[src/rtl/serial_add_ctrl.sv]
// Bit-serial adder sequencer: captures two operands and a carry-in, then runs
// one bit pair per cycle through a single full-adder cell, LSB first.
module serial_add_ctrl #(
    parameter int WIDTH = 8
) (
    input  logic             clk,
    input  logic             rst,
    input  logic             start,
    input  logic [WIDTH-1:0] a,
    input  logic [WIDTH-1:0] b,
    input  logic             cin,
    output logic             busy,
    output logic             done,
    output logic [WIDTH-1:0] sum,
    output logic             cout
);

    localparam int CW = (WIDTH > 1) ? $clog2(WIDTH) : 1;
    localparam logic [CW-1:0] LAST_BIT = CW'(WIDTH - 1);

    typedef enum logic [1:0] {
        IDLE  = 2'd0,
        SHIFT = 2'd1,
        DONE  = 2'd2
    } state_t;

    state_t           state;
    state_t           state_nxt;
    logic [WIDTH-1:0] areg;
    logic [WIDTH-1:0] breg;
    logic [WIDTH-1:0] partial;
    logic             carry;
    logic [CW-1:0]    cnt;

    logic             s_bit;
    logic             c_bit;
    logic             last_bit;
    logic             accept;

    // The shared full-adder cell.
    assign s_bit    = areg[0] ^ breg[0] ^ carry;
    assign c_bit    = (areg[0] & breg[0]) | (areg[0] & carry) | (breg[0] & carry);
    assign last_bit = (cnt == LAST_BIT);
    assign accept   = (state == IDLE) && start;

    // Moore outputs decoded straight from the state register.
    assign busy = (state != IDLE);
    assign done = (state == DONE);

    // NOTE: sequential state uses non-blocking assignments so every register
    // samples the pre-edge values, independent of statement order.
    always_ff @(posedge clk) begin
        if (rst) begin
            state <= IDLE;
        end else begin
            state <= state_nxt;
        end
    end

    // NOTE: the default assignment first keeps this block purely
    // combinational; a missing branch would otherwise infer a latch.
    always_comb begin
        state_nxt = state;
        case (state)
            IDLE:    if (start) state_nxt = SHIFT;
            SHIFT:   if (last_bit) state_nxt = DONE;
            DONE:    state_nxt = IDLE;
            default: state_nxt = IDLE;
        endcase
    end

    always_ff @(posedge clk) begin
        if (rst) begin
            areg    <= '0;
            breg    <= '0;
            partial <= '0;
            carry   <= 1'b0;
            cnt     <= '0;
            sum     <= '0;
            cout    <= 1'b0;
        end else if (accept) begin
            areg    <= a;
            breg    <= b;
            partial <= '0;
            carry   <= cin;
            cnt     <= '0;
        end else if (state == SHIFT) begin
            areg    <= areg >> 1;
            breg    <= breg >> 1;
            partial <= {s_bit, partial[WIDTH-1:1]};
            carry   <= c_bit;
            cnt     <= cnt + 1'b1;
            // Result registers update only on the final bit, never mid-add.
            if (last_bit) begin
                sum  <= {s_bit, partial[WIDTH-1:1]};
                cout <= c_bit;
            end
        end
    end

endmodule

[config.mk]
export PLATFORM = sky130hd
export DESIGN_NAME = serial_add_ctrl
export DESIGN_NICKNAME = d
export VERILOG_FILES = /design/src/rtl/serial_add_ctrl.sv
export SDC_FILE = /design/constraint.sdc
export NUM_CORES = 1
export LEC_CHECK = 0
export BUFFER_PORTS_ARGS = -buffer_cell sky130_fd_sc_hd__buf_2
export CAP_MARGIN = 15
export CORE_ASPECT_RATIO = 0.9
export CORE_UTILIZATION = 25
export DETAILED_ROUTE_END_ITERATION = 7
export GPL_TIMING_DRIVEN = 1
export PLACE_DENSITY = 0.52
export SLEW_MARGIN = 40
export SYNTH_ARGS = -nofsm -noshare
export SYNTH_HDL_FRONTEND = slang
export SYNTH_SLANG_ARGS = --single-unit
[constraint.sdc]
create_clock -name clk -period 3.68 [get_ports clk]
set_input_delay 0 -clock clk [delete_from_list [all_inputs] [get_ports clk]]
set_output_delay 0 -clock clk [all_outputs]
set_load 0.02 [all_outputs]
# == After elaboration in Yosys (flattened, before gate mapping) ==
# Index checks and enable logic that the tools add are counted.
# classes
n_addsub,1
n_mul,0
n_div,0
order_cmp,0
eq_ne,5
shifts,0
n_mux,9
bitwise,8
n_reduce_logical,7
# ops
op,count
$mux 8,4
$mux 2,2
$ne 2x2->1 const B,2
$pmux 2 s2,1
$reduce_bool 2->1,2
$add 3x1->3 const B,1
$and 1x1->1,3
$eq 3x3->1 const B,1
$reduce_and 3->1,1
$eq 2x1->1 const B,1
$eq 2x2->1 const B,1
$logic_not 2->1,1
$mux 1,2
$or 1x1->1,2
$reduce_and 2->1,1
$reduce_or 2->1,1
$xor 1x1->1,2
$logic_and 1x1->1,1
$not 1->1,1
# totals
regBits,39
latch_bits,0
ram_bits,0
romBits,0
in_bits,20
output_inout_bits,11
elab_cells,38
memories,0

# == Longest topological paths before layout ==
# Gate-level depths: netlist (run 1).
# logic_depth
depth_word,5
mapped_depth,6
depth_no_buf,5

# == Worst setup path before layout (run 1) ==
# OpenSTA, ideal clock, no wires.
# synth_timing
kind,reg2reg
startpoint,register state[0]
endpoint,register breg[7]
setup_time_ps,132
arrival_time_ps,1143
t_required_ps,3548
slack_ps,2405
stages_incl_launch_ff,7
path_buffers,3
path_cell_list,dfxtp_1 buf_6 or3b_1 buf_2 buf_6 nand3_1 a21oi_1
# synth_via
elab_chain_cells,3
elab_cells_between_ends,5
# synth_rtl
item,line,source
"start, declared",27,state_t state;
"start signal, assigned",56,state <= state_nxt;
$logic_not 2->1,44,assign accept = (state == IDLE) && start;
$logic_and 1x1->1,44,
$mux 8 or $reduce_bool 2->1 (tied branches),--,
"end signal, assigned",89,breg <= breg >> 1;
"end, declared",30,logic [WIDTH-1:0] breg;
# Parallel ways exist; a longest one is shown, timed or not.
# A chain may end at the register's enable or synchronous reset.

# == Worst setup path after layout (run 1) ==
# layout_timing
startpoint,register state[0]
endpoint,register partial[2]
# layout_via
elab_chain_cells,3
elab_cells_between_ends,4
# layout_rtl
item,line,source
$logic_not 2->1,44,
$logic_and 1x1->1,44,
$reduce_or 2->1 (no line),--,
"end signal, assigned",90,"partial <= {s_bit, partial[WIDTH-1:1]};"
"end, declared",31,logic [WIDTH-1:0] partial;
# Parallel ways exist; a longest one is shown, timed or not.

==> flow_summary_export.csv, run 1 <==
group,metric,value,unit
worst_setup_path,critical_path.top_delay_family,"simple AND/OR/NAND/NOR gates",
synth,netlist_top_cells_area,"dfxtp_1 49%, a21oi_1 10%, nand2_1 10%",
die,floorplan.initialDensity,26.7,%
layout,layout.core_utilization,32.2,%
place,gp_routability_congestion,0.721,
route,vias_per_cell,4.68,
synth,synth-seq-area-share,48.9,%
clock_tree,post_cts.resized_instances,0,
worst_setup_path,timing.setup.critical_path_class,"register to register",
place,detailed_place_hpwl,2.17,mm
global_route,groute.usage.overall,11.3,%
clock_tree,cts_tree,"built",
worst_setup_path,setup.worst_path.start_class,"register",
status,outcome,"completed",
clock_tree,cts_made_buffers,5,
clock_tree,clk_buf_depth,2,
synth,synth_fp_nets,213,
place,pre_cts_slack,1980,ps
worst_setup_path,crit_path_max_incr_delay,530,ps
layout,fillers,629,
sta,final_critical_path_setup_slack,2000,ps
die,fp.dieArea,6550,um^2
layout,design.final.nets,241,
global_route,gr-total-overflow,0,
die,dieHeight,76.9,um
synth,synth_area_leader_cell,"dfxtp_1",
sta,grt_setup_unrepaired,"no",
synth,synthCells,190,
place,numPortBuffers,30,
worst_setup_path,cp_data_required_time,3900,ps
synth,synth.top_cell.area_share,48.9,%
die,core_area,5820,um^2
synth,post_synth_instance_area,1560,um^2
route,number_of_antenna_violating_nets_in_the_routed_design,0,
worst_setup_path,cp_slowest_cell,"or3b_1",
place,placedInstanceArea,1720,um^2
layout,layoutNonFillerInstCount,289,
sta,finalCriticalPeriod,1680,ps
worst_setup_path,worst-path-max-fanout,16,
global_route,first_global_vias,1229,
global_route,grt_pass1_wl,5.84,mm
power_and_ir_drop,finalPower,834,uW
synth,syn_avg_cell_area,8.19,um^2
power_and_ir_drop,worst_ir_drop_vdd,0.122,mV
min_path,timing.hold.worst.class,"primary input to register",
sta,final-hold-violation-count,0,
layout,layout-drive-gt1-share,18.7,%
synth,synth_cell_type_count,22,
route,total_number_of_vias,1352,
die,ioPinCount,31,
layout,final_common_cell,"nand2_1",
clock_tree,htree_levels,2,
sta,max_slew.worst_pin.slew,683,ps
global_route,largest_net_degree_at_the_start_of_global_routing,32,
layout,final_area,1870,um^2
layout,areaGrowthSynthToFinish,20.4,%
sta,relSlewSlack,54.4,%
route,totalWireLength,3.40,mm
power_and_ir_drop,power.density,445,nW/um^2
worst_setup_path,end_kind,"register",
sta,report.final.slew_viol_count,0,
route,routed_wire_length_per_instance,11.8,um
route,drt_iter0_drc,60,
sta,achievable-frequency,596,MHz
sta,layout_worst_path_cycle_share,45.6,%
sta,setup_total_negative_slack,0,ps
run,max_cap_viol_count,0,
route,detailedRoute.firstPassIterationCount,4,
die,floorplan.rows,26,
clock_tree,cts.repair_timing.setup_buffer_count,0,
worst_setup_path,crit_path_cell_trace,"or3b_1, nand2b_1, a21oi_1",
layout,antennaDiodeCount,0,
route,drc_errors,0,
sta,finalClockSkew,1.64,ps
worst_setup_path,arrival_time_worst_endpoint,1890,ps
clock_tree,clock-root-buffer,"clkbuf_8",
clock_tree,clock_latency_late_sink,290,ps
global_route,antenna_found_initial,0,
sta,setup_viol_count_final,0,
worst_setup_path,crit_buf_inv,0,
power_and_ir_drop,p_leak,0.716,nW
layout,mostFrequentLayoutCells,"42 x nand2_1, 38 x dfxtp_1, 32 x a21oi_1",
place,dp_cells,275,
clock_tree,worst_setup_hold_path_clk_slew,70,ps
die,die-width,85.2,um
clock_tree,clock_sinks,38,
synth,ys_ff_latch,38,
synth,ys_warn_count,0,
sta,fin_worst_hold_slack,7.50,ps
## cells by family (layout without fill, tap and decap cells)
kind of cell             after synthesis  in the layout  synth area share (%)
flip-flops                            38             38                  48.9
buffers and inverters                 17             46                  6.11
XOR/XNOR                               1              1                 0.563
AO/OA/AOI/OAI                         52             52                  19.9
AND/OR/NAND/NOR                       79             79                  21.7
adder cells (fa/ha/maj)                3              3                  2.89
## path summary, 6_finish.rpt
| path | start | end | slack (ps) | cells after the start |
|---|---|---|---|---|
| min reg2reg | sum[5] | sum[5] | 450 | 2 |
| min | b[5] | breg[5] | 7 | 3 |
| max reg2reg | state[0] | partial[2] | 2000 | 3 |
| max | state[0] | partial[2] | 2000 | 3 |
## Yosys cell counts (all sizes together)
| master | instances |
|---|---|
| nand2 | 42 |
| dfxtp | 38 |
| a21oi | 32 |
| nor2 | 19 |
| a211oi | 15 |
| buf | 11 |
| nand3 | 11 |
| clkbuf | 4 |
| nand2b | 3 |
| o22ai | 3 |
| ha | 2 |
| inv | 2 |
| fa | 1 |
| nand3b | 1 |
| nor2b | 1 |
| nor3b | 1 |
| o21a | 1 |
| o21ba | 1 |
| or3b | 1 |
| xnor2 | 1 |
## timing repair
| item | CTS | global route |
|---|---|---|
| setup endpoints to repair | 0 | 0 |
| hold buffers | 6 | 0 |
| endpoints found under the hold margin | 6 | 0 |
## state kept, by name (all words and copies together) (netlist names)
name and count:
areg 8, cnt 3, state 2, carry 1, partial 7, sum 8
breg 8, cout 1
## power breakdown
part           internal [mW]  switching [mW]
Sequential             0.430          0.0127
Combinational         0.0391          0.0547
Clock                  0.151           0.145
## worst min-delay path: cells and delay by family
kind / cells / cell delay, ps
simple gates: 1 / 100
buf+inv: 1 / 100
compound gates: 1 / 50
## cell type report
class	count	area (um^2)	area share [%]
inverters	2	7.51	0.401
well taps	70	87.6	4.67
clock buffers	7	86.3	4.61
repair buffers	36	210	11.2
clock inverters	1	5.00	0.267
multi-input cells	135	717	38.3
flip-flops and latches	38	761	40.6
## per-layer routing
layer  GRT usage (%)  wire length, um
met3            3.12              133
met5               0                0
met1            14.9             1780
met4            5.59               72
met2            16.7             1410
(Power assumes the default switching activity.)
==> run 2, diff against run 1 <==
==> constraint.sdc (replaced) <==
create_clock -name clk -period 1.6 [get_ports clk]
set_input_delay 0 -clock clk [delete_from_list [all_inputs] [get_ports clk]]
set_output_delay 0 -clock clk [all_outputs]
set_load 0.02 [all_outputs]
==> flow_summary_export.csv, run 2 (synthesized netlist as in run 1, its figures left out) <==
group,metric,value,unit
clock_tree,clock_sinks,38,
sta,relSlewSlack,71.6,%
die,floorplan.rows,26,
clock_tree,cts_tree,"built",
clock_tree,cts.repair_timing.setup_buffer_count,0,
route,number_of_antenna_violating_nets_in_the_routed_design,0,
status,outcome,"completed",
sta,achievable-frequency,743,MHz
route,detailedRoute.firstPassIterationCount,4,
clock_tree,cts_made_buffers,5,
place,detailed_place_hpwl,2.20,mm
place,placedInstanceArea,1780,um^2
route,totalWireLength,3.35,mm
worst_setup_path,worst-path-max-fanout,10,
layout,antennaDiodeCount,0,
layout,layout_top_registers,"areg (8), breg (8), sum (8)",
worst_setup_path,setup.worst_path.start_class,"register",
sta,layout_worst_path_cycle_share,84.1,%
route,drt_iter0_drc,52,
die,floorplan.initialDensity,26.7,%
worst_setup_path,crit_path_max_incr_delay,350,ps
global_route,first_global_vias,1269,
clock_tree,clock-root-buffer,"clkbuf_8",
route,total_number_of_vias,1371,
sta,setup_viol_count_final,0,
sta,max_slew.worst_pin.slew,424,ps
power_and_ir_drop,power.density,987,nW/um^2
die,die-width,85.2,um
worst_setup_path,crit_top_cell,"ha_1",
worst_setup_path,cp_slowest_cell,"dfxtp_1",
worst_setup_path,cp_data_required_time,1770,ps
route,vias_per_cell,4.57,
layout,layout-drive-gt1-share,20.9,%
min_path,timing.hold.worst.class,"primary input to register",
die,core_area,5820,um^2
global_route,gr-total-overflow,0,
die,dieHeight,76.9,um
sta,final-hold-violation-count,0,
layout,final_area,1960,um^2
worst_setup_path,timing.setup.critical_path_class,"register to register",
sta,finalCriticalPeriod,1350,ps
layout,design.final.nets,252,
run,max_cap_viol_count,0,
worst_setup_path,crit_path_cell_trace,"ha_1, ha_1, nand3b_1, nand2_1, a21oi_1",
die,ioPinCount,31,
clock_tree,clk_buf_depth,2,
sta,setup_total_negative_slack,0,ps
sta,grt_setup_unrepaired,"no",
layout,areaGrowthSynthToFinish,26.1,%
global_route,grt_pass1_wl,5.68,mm
layout,fillers,618,
route,drc_errors,0,
die,fp.dieArea,6550,um^2
place,gp_routability_congestion,0.675,
global_route,groute.usage.overall,10.9,%
route,routed_wire_length_per_instance,11.2,um
place,numPortBuffers,30,
sta,finalClockSkew,5.22,ps
global_route,antenna_found_initial,0,
power_and_ir_drop,worst_ir_drop_vdd,0.447,mV
worst_setup_path,arrival_time_worst_endpoint,1510,ps
clock_tree,clock_latency_late_sink,290,ps
clock_tree,htree_levels,2,
global_route,largest_net_degree_at_the_start_of_global_routing,29,
worst_setup_path,end_kind,"register",
sta,report.final.slew_viol_count,0,
layout,mostFrequentLayoutCells,"42 x nand2_1, 38 x dfxtp_1, 32 x a21oi_1",
clock_tree,worst_setup_hold_path_clk_slew,70,ps
power_and_ir_drop,p_leak,0.769,nW
layout,final_common_cell,"nand2_1",
-- run 2: cell count changes in the layout (fill, tap and decap cells not counted), sizes merged --
cell	previous run	this run
buf	30	38
dlygate4sd3	6	9
-- run 2: power breakdown --
part	total (mW)	switching (mW)	internal, mW	leakage (nW)
Combinational	0.243	0.130	0.113	0.410
Clock	0.678	0.330	0.348	0.0482
Sequential	1.02	0.0270	0.990	0.310
-- run 2: metal layers --
metal | up-vias | global-route usage, % | part of all wire [%]
met4 | 0 | 4.58 | 1.3
met3 | 4 | 3.55 | 4.4
met5 | - | 0 | 0
met1 | 621 | 14.1 | 52
met2 | 28 | 16.7 | 42
li1 | 718 | - | -
-- run 2: layout make-up --
class,instances,area (um^2),area share (%)
clock buffer,7,86.3,4.40
clock inverter,1,5.00,0.255
inverter,2,7.51,0.382
multi-input combinational,135,703,35.8
sequential,38,761,38.8
tap,70,87.6,4.46
timing repair buffer,47,313,15.9
-- run 2: path summary, 6_finish.rpt --
kind	start	to	slack [ps]	depth (start not counted)
worst min-delay path	a[6]	areg[6]	10	3
worst min register to register	sum[7]	sum[7]	450	2
worst max register to register	cnt[0]	sum[2]	250	5
worst max-delay path	cnt[0]	sum[2]	250	5
-- run 2: timing repair --
| item | in CTS | in global routing |
|---|---|---|
| hold buffers | 9 | 0 |
| endpoints found under the hold margin | 9 | 0 |
| gates resized for setup | 0 | 0 |
-- run 2: worst max-delay path: cells and delay by family (launching register included) --
| kind | cells | cell delay (ps) |
|---|---|---|
| simple gates | 2 | 490 |
| fa+ha+maj | 2 | 320 |
| flops | 1 | 350 |
| compound gates | 1 | 70 |
-- run 2: stage by stage --
stage               hold WS [ps]  cells  util (%)  setup WS, ps  total power [mW]
finish                      12.9    300      33.7           255              1.94
global route                21.6    300      33.7           110              2.04
CTS                         1.48    300      33.7           226              1.97
detailed placement           246    283      30.6           234              1.27
global placement             242    283      30.6           254              1.27
floorplan                    136    190         -           325              1.20
==> run 3, diff against run 2 <==
==> constraint.sdc (replaced) <==
create_clock -name clk -period 1.3 [get_ports clk]
set_input_delay 0 -clock clk [delete_from_list [all_inputs] [get_ports clk]]
set_output_delay 0 -clock clk [all_outputs]
set_load 0.02 [all_outputs]
==> flow_summary_export.csv, run 3 (synthesized netlist as in run 1, its figures left out) <==
group,metric,value,unit
route,totalWireLength,3.52,mm
power_and_ir_drop,power.density,1190,nW/um^2
layout,design.final.nets,258,
global_route,groute.usage.overall,11.2,%
clock_tree,clock-root-buffer,"clkbuf_8",
global_route,grt_pass1_wl,5.85,mm
worst_setup_path,timing.setup.critical_path_class,"register to register",
sta,grt_setup_unrepaired,"yes",
sta,max_slew.worst_pin.slew,348,ps
die,dieHeight,76.9,um
power_and_ir_drop,p_leak,0.827,nW
worst_setup_path,crit_buf_inv,1,
route,drc_errors,0,
die,fp.dieArea,6550,um^2
clock_tree,clk_buf_depth,2,
worst_setup_path,worst-path-max-fanout,5,
die,ioPinCount,31,
layout,final_common_cell,"nand2_1",
layout,layout_top_registers,"areg (8), breg (8), sum (8)",
sta,layout_worst_path_cycle_share,98.1,%
global_route,gr-usage-met3,3.77,%
status,outcome,"completed",
worst_setup_path,crit_path_max_incr_delay,340,ps
sta,setup_total_negative_slack,0,ps
clock_tree,worst_setup_hold_path_clk_slew,80,ps
layout,areaGrowthSynthToFinish,36.9,%
clock_tree,clock_sinks,38,
sta,report.final.slew_viol_count,0,
die,core_area,5820,um^2
sta,achievable-frequency,784,MHz
place,detailed_place_hpwl,2.33,mm
route,number_of_antenna_violating_nets_in_the_routed_design,0,
clock_tree,cts_made_buffers,5,
route,total_number_of_vias,1398,
clock_tree,cts_tree,"built",
route,vias_per_cell,4.57,
global_route,gr_layer_usage_met1,14.6,%
worst_setup_path,setup.worst_path.start_class,"register",
worst_setup_path,arrival_time_worst_endpoint,1500,ps
worst_setup_path,crit_path_cell_trace,"ha_4, ha_4, nand3b_1, clkbuf_16, nand2_2, a21oi_1",
worst_setup_path,cp_slowest_cell,"dfxtp_2",
sta,finalCriticalPeriod,1280,ps
worst_setup_path,end_kind,"register",
global_route,gr-total-overflow,0,
global_route,antenna_found_initial,0,
layout,fillers,626,
layout,mostFrequentLayoutCells,"38 x nand2_1, 35 x dfxtp_1, 30 x buf_2",
global_route,globalRouteMet2Util,17.2,%
sta,final-hold-violation-count,0,
global_route,largest_net_degree_at_the_start_of_global_routing,20,
worst_setup_path,timing.reg2reg.setup_slack,20,ps
worst_setup_path,crit_top_cell,"ha_4",
route,detailedRoute.firstPassIterationCount,4,
place,gp_routability_congestion,0.711,
place,numPortBuffers,30,
global_route,grt-busiest-layer,"met2",
sta,relSlewSlack,76.8,%
power_and_ir_drop,worst_ir_drop_vdd,0.445,mV
worst_setup_path,critical_path.top_delay_family,"flip-flops",
worst_setup_path,cp_data_required_time,1520,ps
sta,setup_viol_count_final,0,
layout,layout-drive-gt1-share,30.1,%
route,drt_iter0_drc,39,
clock_tree,clock_latency_late_sink,280,ps
global_route,first_global_vias,1300,
sta,final_critical_path_setup_slack,24.1,ps
sta,finalClockSkew,5.18,ps
die,die-width,85.2,um
place,pre_cts_slack,-17.9,ps
route,routed_wire_length_per_instance,11.5,um
layout,antennaDiodeCount,0,
die,floorplan.initialDensity,26.7,%
run,max_cap_viol_count,0,
min_path,timing.hold.worst.class,"primary input to register",
die,floorplan.rows,26,
clock_tree,htree_levels,2,
[run 3: cell count changes in the layout (fill, tap and decap cells not counted), sizes merged]
cell and delta:
buf +6, bufinv +1, clkbuf -1, clkinv +1, dlygate4sd3 -1
[run 3: stage by stage]
| stage | cells | cell area (um^2) | power (mW) | utilization, % | hold WS (ps) |
|---|---|---|---|---|---|
| finish | 306 | 2130 | 2.54 | 36.6 | 5.71 |
| global route | 306 | 2130 | 2.68 | 36.6 | 3.07 |
| CTS | 303 | 2010 | 2.57 | 34.6 | 2.57 |
| detailed placement | 288 | 1830 | 1.57 | 31.5 | 249 |
| global placement | 288 | 1830 | 1.57 | 31.5 | 243 |
| floorplan | 190 | 1560 | 1.48 | - | 136 |
[run 3: report_power, final]
part,switching [mW],internal [mW]
combinational,0.167,0.150
sequential,0.0327,1.22
clock,0.408,0.565
total,0.608,1.93
[run 3: per-layer routing]
| metal | routed length, um | up-vias |
|---|---|---|
| li1 | - | 734 |
| met1 | 1800 | 635 |
| met2 | 1540 | 27 |
| met3 | 141 | 2 |
| met4 | 27 | 0 |
| met5 | 0 | - |
[run 3: final timing paths]
check | startpoint | end | depth (start not counted)
worst max-delay path | cnt[0] | sum[0] | 6
worst min-delay path | b[2] | breg[2] | 3
worst max register to register | cnt[0] | sum[0] | 6
worst min register to register | sum[7] | sum[7] | 2
[run 3: final cells by class]
type                            instances  area [um^2]  area share, %
Inverter                                2         7.51          0.352
Clock buffer                            5         68.8           3.23
Clock inverter                          3         40.0           1.88
Multi-Input combinational cell        135          773           36.3
Tap cell                               70         87.6           4.11
Sequential cell                        38          764           35.9
Timing Repair Buffer                   53          389           18.3
[run 3: tightest hold or removal path: stages]
cell      delay, ps
buf_2           100
nor2_1           90
a211oi_1         50
[run 3: repair_timing]
item,4_1_cts,5_1_grt
hold buffers,7,1
buffers inserted,0,1
setup endpoints to repair,13,23
hold endpoints to repair,7,1
gates resized for setup,1,20
cloned,0,1
pin swaps,0,14
